==> config.mk <==
export PLATFORM = sky130hd
export DESIGN_NAME = ped_signal_controller
export DESIGN_NICKNAME = d
export VERILOG_FILES = /design/src/rtl/ped_pkg.sv /design/src/rtl/ped_phase_fsm.sv /design/src/rtl/ped_signal_controller.sv
export SDC_FILE = /design/constraint.sdc
export NUM_CORES = 1
export LEC_CHECK = 0
export BUFFER_PORTS_ARGS = -buffer_cell sky130_fd_sc_hd__buf_2
export CAP_MARGIN = 10
export CELL_PAD_IN_SITES_DETAIL_PLACEMENT = 1
export CELL_PAD_IN_SITES_GLOBAL_PLACEMENT = 1
export CORE_UTILIZATION = 45
export DETAILED_ROUTE_END_ITERATION = 16
export GPL_ROUTABILITY_DRIVEN = 0
export HOLD_SLACK_MARGIN = 0.1
export PLACE_DENSITY_LB_ADDON = 0.1
export SYNTH_ARGS = -nofsm -noshare
export SYNTH_HDL_FRONTEND = slang
export SYNTH_HIERARCHICAL = 1
export SYNTH_SLANG_ARGS = --single-unit
==> constraint.sdc <==
create_clock -name clk -period 2.8 [get_ports clk]
set_clock_uncertainty 0.1 [all_clocks]
set_input_delay 0.42 -clock clk [delete_from_list [all_inputs] [get_ports clk]]
set_output_delay 0.42 -clock clk [all_outputs]
set_load 0.01 [all_outputs]
==> src/rtl/ped_pkg.sv <==
// Shared types and light-code constants for the pedestrian signal controller.
package ped_pkg;

  typedef enum logic [1:0] {
    PED_DONT_WALK = 2'd0,
    PED_WALK      = 2'd1,
    PED_FLASH     = 2'd2
  } ped_state_t;

  localparam logic [2:0] LIGHT_RED = 3'b100;
  localparam logic [2:0] LIGHT_YEL = 3'b010;
  localparam logic [2:0] LIGHT_GRN = 3'b001;

  function automatic logic is_onehot3(input logic [2:0] code);
    return (code == LIGHT_RED) || (code == LIGHT_YEL) || (code == LIGHT_GRN);
  endfunction

endpackage

==> src/rtl/ped_phase_fsm.sv <==
// One crosswalk: button synchronizer, debounce, request latch and WALK/FLASH sequencer.
module ped_phase_fsm
  import ped_pkg::*;
#(
  parameter int unsigned DEBOUNCE  = 4,
  parameter int unsigned WALK_CYC  = 4,
  parameter int unsigned FLASH_CYC = 3,
  parameter int unsigned CNT_W     = 4
) (
  input  logic             clk,
  input  logic             reset,
  input  logic             btn,
  input  logic             green,
  input  logic             fault,
  output logic             walk,
  output logic             dw,
  output logic [CNT_W-1:0] cd,
  output logic             req,
  output logic             abort
);

  localparam logic [CNT_W-1:0] DB_MAX     = CNT_W'(DEBOUNCE);
  localparam logic [CNT_W-1:0] DB_LAST    = CNT_W'(DEBOUNCE - 1);
  localparam logic [CNT_W-1:0] WALK_LOAD  = CNT_W'(WALK_CYC - 1);
  localparam logic [CNT_W-1:0] FLASH_LOAD = CNT_W'(FLASH_CYC - 1);

  logic             sync1, sync2;
  logic [CNT_W-1:0] db_cnt;
  logic             accept;

  ped_state_t       state, state_nxt;
  logic [CNT_W-1:0] cnt, cnt_nxt;
  logic             phase, phase_nxt;
  logic             req_nxt, abort_nxt, grant;

  always_ff @(posedge clk or posedge reset) begin
    if (reset) begin
      sync1  <= 1'b0;
      sync2  <= 1'b0;
      db_cnt <= '0;
    end else begin
      sync1 <= btn;
      sync2 <= sync1;
      if (!sync2)
        db_cnt <= '0;
      else if (db_cnt != DB_MAX)
        db_cnt <= db_cnt + 1'b1;
    end
  end

  // Saturation at DB_MAX means a held button yields a single accept.
  assign accept = sync2 && (db_cnt == DB_LAST) && !fault;

  always_comb begin
    state_nxt = state;
    cnt_nxt   = cnt;
    phase_nxt = phase;
    abort_nxt = 1'b0;
    grant     = 1'b0;
    case (state)
      PED_DONT_WALK: begin
        if (req && green && !fault) begin
          grant     = 1'b1;
          state_nxt = PED_WALK;
          cnt_nxt   = WALK_LOAD;
        end
      end
      PED_WALK: begin
        if (!green || fault) begin
          state_nxt = PED_DONT_WALK;
          cnt_nxt   = '0;
          abort_nxt = 1'b1;
        end else if (cnt == '0) begin
          state_nxt = PED_FLASH;
          cnt_nxt   = FLASH_LOAD;
          phase_nxt = 1'b1;
        end else begin
          cnt_nxt = cnt - 1'b1;
        end
      end
      PED_FLASH: begin
        if (!green || fault) begin
          state_nxt = PED_DONT_WALK;
          cnt_nxt   = '0;
          abort_nxt = 1'b1;
        end else if (cnt == '0) begin
          state_nxt = PED_DONT_WALK;
        end else begin
          cnt_nxt   = cnt - 1'b1;
          phase_nxt = !phase;
        end
      end
      default: begin
        state_nxt = PED_DONT_WALK;
        cnt_nxt   = '0;
      end
    endcase

    // A press accepted on the grant edge keeps the request for the next green.
    req_nxt = req;
    if (fault)
      req_nxt = 1'b0;
    else if (accept)
      req_nxt = 1'b1;
    else if (grant)
      req_nxt = 1'b0;
  end

  // Lamp outputs are decoded from the next state so they come straight off flops.
  always_ff @(posedge clk or posedge reset) begin
    if (reset) begin
      state <= PED_DONT_WALK;
      cnt   <= '0;
      phase <= 1'b0;
      req   <= 1'b0;
      abort <= 1'b0;
      walk  <= 1'b0;
      dw    <= 1'b1;
      cd    <= '0;
    end else begin
      state <= state_nxt;
      cnt   <= cnt_nxt;
      phase <= phase_nxt;
      req   <= req_nxt;
      abort <= abort_nxt;
      walk  <= (state_nxt == PED_WALK);
      dw    <= (state_nxt == PED_DONT_WALK) || ((state_nxt == PED_FLASH) && phase_nxt);
      cd    <= (state_nxt == PED_FLASH) ? cnt_nxt + 1'b1 : '0;
    end
  end

endmodule

==> src/rtl/ped_signal_controller.sv <==
// Pedestrian heads for NS/EW crosswalks with light-legality checking and sticky fault.
module ped_signal_controller
  import ped_pkg::*;
#(
  parameter int unsigned DEBOUNCE  = 4,
  parameter int unsigned WALK_CYC  = 4,
  parameter int unsigned FLASH_CYC = 3,
  parameter int unsigned CNT_W     = 4
) (
  input  logic             clk,
  input  logic             reset,
  input  logic [2:0]       ns_light,
  input  logic [2:0]       ew_light,
  input  logic             btn_ns,
  input  logic             btn_ew,
  output logic             walk_ns,
  output logic             dw_ns,
  output logic [CNT_W-1:0] cd_ns,
  output logic             req_ns,
  output logic             abort_ns,
  output logic             walk_ew,
  output logic             dw_ew,
  output logic [CNT_W-1:0] cd_ew,
  output logic             req_ew,
  output logic             abort_ew,
  output logic             fault
);

  logic illegal;

  // Conflict: at least one direction must be showing red.
  assign illegal = !is_onehot3(ns_light) || !is_onehot3(ew_light) ||
                   ((ns_light != LIGHT_RED) && (ew_light != LIGHT_RED));

  always_ff @(posedge clk or posedge reset) begin
    if (reset)
      fault <= 1'b0;
    else if (illegal)
      fault <= 1'b1;
  end

  ped_phase_fsm #(
    .DEBOUNCE (DEBOUNCE),
    .WALK_CYC (WALK_CYC),
    .FLASH_CYC(FLASH_CYC),
    .CNT_W    (CNT_W)
  ) u_ns (
    .clk  (clk),
    .reset(reset),
    .btn  (btn_ns),
    .green(ns_light == LIGHT_GRN),
    .fault(fault),
    .walk (walk_ns),
    .dw   (dw_ns),
    .cd   (cd_ns),
    .req  (req_ns),
    .abort(abort_ns)
  );

  ped_phase_fsm #(
    .DEBOUNCE (DEBOUNCE),
    .WALK_CYC (WALK_CYC),
    .FLASH_CYC(FLASH_CYC),
    .CNT_W    (CNT_W)
  ) u_ew (
    .clk  (clk),
    .reset(reset),
    .btn  (btn_ew),
    .green(ew_light == LIGHT_GRN),
    .fault(fault),
    .walk (walk_ew),
    .dw   (dw_ew),
    .cd   (cd_ew),
    .req  (req_ew),
    .abort(abort_ew)
  );

endmodule

== Word level (Yosys, flattened, before mapping) ==
Index checks and enable logic that the tools add are counted.

* Reductions and logical operators: 38
* Eq/ne operators: 22
* Mux-type cells: 54
* $add $sub $neg: 6

{| class="wikitable"
|+ Operators by type and width
! kind !! count
|-
| $mux 4 || 16
|-
| $pmux 4 s3 || 2
|-
| $mux 1 || 22
|-
| $mux 2 || 10
|-
| $add 4x1->4 const B || 4
|-
| $pmux 2 s3 || 2
|-
| $logic_and 1x1->1 || 11
|-
| $logic_or 1x1->1 || 10
|-
| $eq 2x1->1 const B || 4
|-
| $eq 2x2->1 const B || 4
|-
| $eq 4x2->1 const B || 2
|-
| $logic_not 2->1 || 4
|-
| $logic_not 4->1 || 2
|-
| $ne 4x3->1 const B || 2
|-
| $sub 4x1->4 const B || 2
|-
| $logic_not 1->1 || 7
|-
| $eq 3x1->1 const B || 2
|-
| $eq 3x2->1 const B || 2
|-
| $eq 3x3->1 const B || 2
|-
| $ne 3x3->1 const B || 2
|-
| $reduce_bool 3->1 || 2
|-
| $ne 2x2->1 const B || 2
|-
| $pmux 1 s2 || 2
|-
| $reduce_or 2->1 || 2
|}

* Register bits: 43
* Word-level logic and storage cells: 143
* Input port bits: 10
* Output and inout port bits: 17

== Longest topological paths before layout ==
* Depth in word-level cells: 8
* Mapped depth: 12
* Gate-level depth less buffers: 12

== Hierarchy ==
The synthesis kept the hierarchy.

{| class="wikitable"
|+ By module, submodules not included
! module !! seq. area each (µm²) !! times used !! area an instance (µm²) !! cells an instance
|-
| ped_phase_fsm at u_ns || 526.8 || 1 || 1131.1 || 113
|-
| ped_phase_fsm at u_ew || 526.8 || 1 || 1124.8 || 111
|-
| ped_signal_controller || 25.0 || 1 || 103.8 || 13
|}

== Least setup slack after synthesis ==
OpenSTA, ideal clock, no wires.

* Path type: flip-flop to flip-flop
* Start: register u_ew.cnt[0]
* End: register u_ew.cd[2]
* Required time: 2.628 ns
* Period minus slack after synthesis: 2.397 ns
* Slack: 0.403 ns
* Setup time: 0.072 ns
* Arrival time: 2.225 ns
* Cell stages (with the launch flop): 12
* Buffers on the path: 0
* Path through: dfrtp_1 inv_1 ha_1 nor3b_2 inv_1 ha_1 o21ai_0 a221oi_1 nor2_1 ha_1 xor2_1 nor2_1

* Cells in the longest elaborated chain, start to end: 6
* Elaborated cells between the ends (all ways): 16
* Classes of those cells: 2 x add/sub; 1 x eq/ne; 12 x mux; 1 x reduce/logical

{| class="wikitable"
|+ Ends and longest elaborated chain
! item !! RTL line !! source
|-
| from (decl) || ped_phase_fsm.sv:32 || <nowiki>logic [CNT_W-1:0] cnt, cnt_nxt;</nowiki>
|-
| from (signal assigned) || ped_phase_fsm.sv:122 || <nowiki>cnt <= cnt_nxt;</nowiki>
|-
| $sub 4x1->4 / $logic_not 4->1 (equally long branches) || n/a ||
|-
| $mux 4, on equally long branches || ped_phase_fsm.sv:86, ped_phase_fsm.sv:73 ||
|-
| $mux 4, on equally long branches || ped_phase_fsm.sv:82, ped_phase_fsm.sv:69 ||
|-
| $pmux 4 s3 * || ped_phase_fsm.sv:60 || <nowiki>case (state)</nowiki>
|-
| named net u_ew.cnt_nxt[0] || ped_phase_fsm.sv:32 ||
|-
| $add 4x1->4 * || ped_phase_fsm.sv:128 || <nowiki>cd <= (state_nxt == PED_FLASH) ? cnt_nxt + 1'b1 : '0;</nowiki>
|-
| $mux 4 * || ped_phase_fsm.sv:128 ||
|-
| to (signal assigned) || ped_phase_fsm.sv:128 ||
|-
| to (decl) || ped_phase_fsm.sv:17 || <nowiki>output logic [CNT_W-1:0] cd,</nowiki>
|}

The timed path passes the listed nets; every way through them passes the cells marked *.
A chain may end at the register's enable or synchronous reset.

== Final worst setup path ==
* Start: register u_ew.cnt[0]
* End: register u_ew.cd[3]

* Cells in the longest elaborated chain, start to end: 6
* Elaborated cells between the ends (all ways): 16
* Classes of those cells: 2 x add/sub; 1 x eq/ne; 12 x mux; 1 x reduce/logical

{| class="wikitable"
|+ Ends and longest elaborated chain
! item !! RTL line !! source
|-
| $sub 4x1->4 / $logic_not 4->1 (equally long branches) || n/a ||
|-
| $mux 4 (tied with other cells) || ped_phase_fsm.sv:86 || <nowiki>end else if (cnt == '0) begin</nowiki>
|-
| $mux 4 (tied with other cells) || ped_phase_fsm.sv:82 || <nowiki>if (!green || fault) begin</nowiki>
|-
| $pmux 4 s3 / $pmux 2 s3 (equally long branches) || ped_phase_fsm.sv:60 ||
|-
| $add 4x1->4 / $eq 2x2->1 (equally long branches) || ped_phase_fsm.sv:128 ||
|-
| $mux 4 * || ped_phase_fsm.sv:128 ||
|}

Every way passes the cells marked *; elsewhere a longest branch is shown, timed or not.

==> impl_metrics.json <==
{
  "outcome": "completed",
  "grt.overflow.total": 0,
  "reg2reg_from": "u_ew/cnt[0]",
  "maxCapViolations": 0,
  "ir_drop_v": 0.000386,
  "drt_wl_total_mm": 5.22,
  "synthFlopType": "dfrtp_1",
  "cts_buffers": 5,
  "routed-wl-met2_mm": 2.41,
  "rsz0062_at_grt": "no",
  "grtUsageTotal_pct": 22.1,
  "arrival_ps": 2730,
  "row_count": 25,
  "place_hpwl_mm": 3.97,
  "fin_crit_sh_pct": 93.2,
  "worstMarginPinSlew_ps": 845,
  "hp-start": "btn_ew",
  "slew_viol_final": 0,
  "top_layer": "met4",
  "ys_warn_count": 6,
  "port_buffers": 26,
  "cts_tree": "done",
  "coreArea_mm2": 0.00488,
  "cts-root-buf": "clkbuf_8",
  "synth_seq_area_share_pct": 45.7,
  "start_util_pct": 48.4,
  "die_x_um": 74.4,
  "wl_met3_um": 198,
  "synth_area_leaders": "dfrtp_1 43%, ha_1 11%, inv_1 4.9%",
  "drt_iter0_markers": 65,
  "pwr_density_cell_mw_per_mm2": 483,
  "crit_fanout": 3,
  "reg2reg_slack_ps": 190,
  "ff2ff_path_depth": 10,
  "clockBufferDepth": 2,
  "min_path_cells": 1,
  "fin_ws_ps": 191,
  "syn_area_per_cell_um2": 9.96,
  "wire_per_inst_um": 15.4,
  "cp.required_ps": 2920,
  "clk_pin_slew_ps": 80,
  "start_kind": "flip-flop",
  "min_period_ps": 2610,
  "fmax_mhz": 383,
  "hold_violations": 0,
  "path_class": "reg2reg",
  "firstDrtPassIters": 4,
  "grt_pass1_wl_mm": 9.16,
  "worst_r2r_endpoint": "u_ew/cd[3]",
  "antenna_found_initial": 0,
  "drc_errors": 0,
  "drive_gt1_share_pct": 18.0,
  "vias": 1811,
  "utilization_pct": 55.9,
  "hold_class": "in2reg",
  "synth_cell_type_count": 52,
  "whs_endpoint": "u_ew/sync1",
  "synth.largest_area_cell": "dfrtp_1",
  "die_area_mm2": 0.00554,
  "synth.top_cell.area_share_pct": 43.5,
  "diodes": 0,
  "finish.net_count": 301,
  "netlist_area_mm2": 0.00236,
  "grt_pass1_vias": 1883,
  "cp-end-kind": "flip-flop",
  "m1WireLength_mm": 2.56,
  "syn_nets": 267,
  "leakage_uw": 0.00136,
  "grt_max_degree": 22,
  "h-tree-depth": 2,
  "ios": 27,
  "slew_headroom_pct": 43.6,
  "setup_violations": 0,
  "finalSetupTns_ps": 0,
  "clk_latency_ps": 290,
  "syn_inst": 237,
  "die_h_um": 74.4,
  "synthTopCellsByCount": "41 x dfrtp_1, 31 x inv_1, 24 x nor2_1, 20 x ha_1, 10 x nor3_1",
  "viasPerCell": 5.34,
  "synth-seq-cells": 43,
  "area_delta_synth_final_pct": 15.7,
  "async_flop_share_pct": 100,
  "dpl_worst_slack_ps": 227,
  "whs_ps": 127,
  "cts.sinks": 43,
  "post-synth-top-count-cell": "dfrtp_1",
  "ant_nets": 0,
  "synth_edf_count": 0
}
area by class of cell:
type,instances,area [µm²]
inverters,31,116
well taps,67,83.8
fillers,581,2150
clock buffers,5,68.8
clock inverters,3,67.6
multi-input cells,160,1150
repair buffers,30,163
flip-flops and latches,43,1080
worst max-delay path by stage:
stage / start / endpoint / slack (ps) / cells past startpoint
global placement: ns_light[0] / u_ns/cd[3] / 260 / 8
global route: u_ew/cnt[0] / u_ew/cd[2] / 110 / 11
finish: u_ew/cnt[0] / u_ew/cd[3] / 190 / 10
detailed placement: ns_light[0] / u_ns/cd[3] / 230 / 8
floorplan: u_ew/cnt[0] / u_ew/cd[2] / 400 / 11
CTS: u_ew/cnt[0] / u_ew/cd[3] / 200 / 10
state kept, by name, indices dropped and copies added (netlist names), 2 cells and up:
register	flops
u_ns/cnt	4
u_ns/cd	4
u_ns/db_cnt	4
u_ns/state	2
u_ew/db_cnt	4
u_ew/cd	4
u_ew/state	2
u_ew/cnt	4
placed cells by master (no fill, tap or decap), types with 5 or more instances in the layout:
master / Yosys / routed
nor3_1: 10 / 10
nor2_1: 24 / 24
dfrtp_1: 41 / 41
a21oi_1: 6 / 6
ha_1: 20 / 20
buf_2: 0 / 26
clkbuf_8: 0 / 5
inv_1: 31 / 31
and3_1: 5 / 5
nand2_1: 5 / 5
nand3b_1: 5 / 5
o21ai_0: 7 / 7
nand2b_1: 6 / 6
nor2b_1: 8 / 8
and2_1: 5 / 5
logic make-up after synthesis:
kind of cell,share of synthesized area (%)
compound gates,12.8
xor+xnor,2.23
flops,45.7
fa+ha+maj,10.6
mux,1.91
buf+inv,5.46
simple gates,21.3
critical path, stage by stage (launching register included):
cell	delay, ps
dfrtp_1	410
inv_1	90
ha_1	190
nor3b_2	200
inv_1	90
ha_1	280
o21ai_0	210
a221oi_1	140
buf_4	170
or4_1	510
a21oi_1	150
per-layer routing:
layer  GRT usage, %  up-vias
li1               -      887
met1           31.1      891
met2           34.7       29
met3           4.88        4
met4           5.66        0
met5              0        -
per-stage QoR:
step / total power, µW / instances / area (µm²)
finish: 1320 / 339 / 2730
global route: 1370 / 339 / 2730
CTS: 1330 / 339 / 2730
detailed placement: 758 / 330 / 2580
global placement: 752 / 330 / 2580
floorplan: 725 / 237 / 2360
timing repair:
| item | in CTS | in global routing |
|---|---|---|
| hold buffers | 1 | 0 |
| gates resized for setup | 0 | 0 |
| buffers inserted | 0 | 0 |
| hold endpoints to repair | 1 | 0 |
power breakdown:
part | internal, µW | total, µW | leakage, µW | switching, µW
logic | 40.0 | 93.1 | 0.000718 | 53.1
clock network | 356 | 574 | 0.0000644 | 218
registers | 636 | 651 | 0.000573 | 15.3
Note: power is estimated with default switching activity, not from simulation.
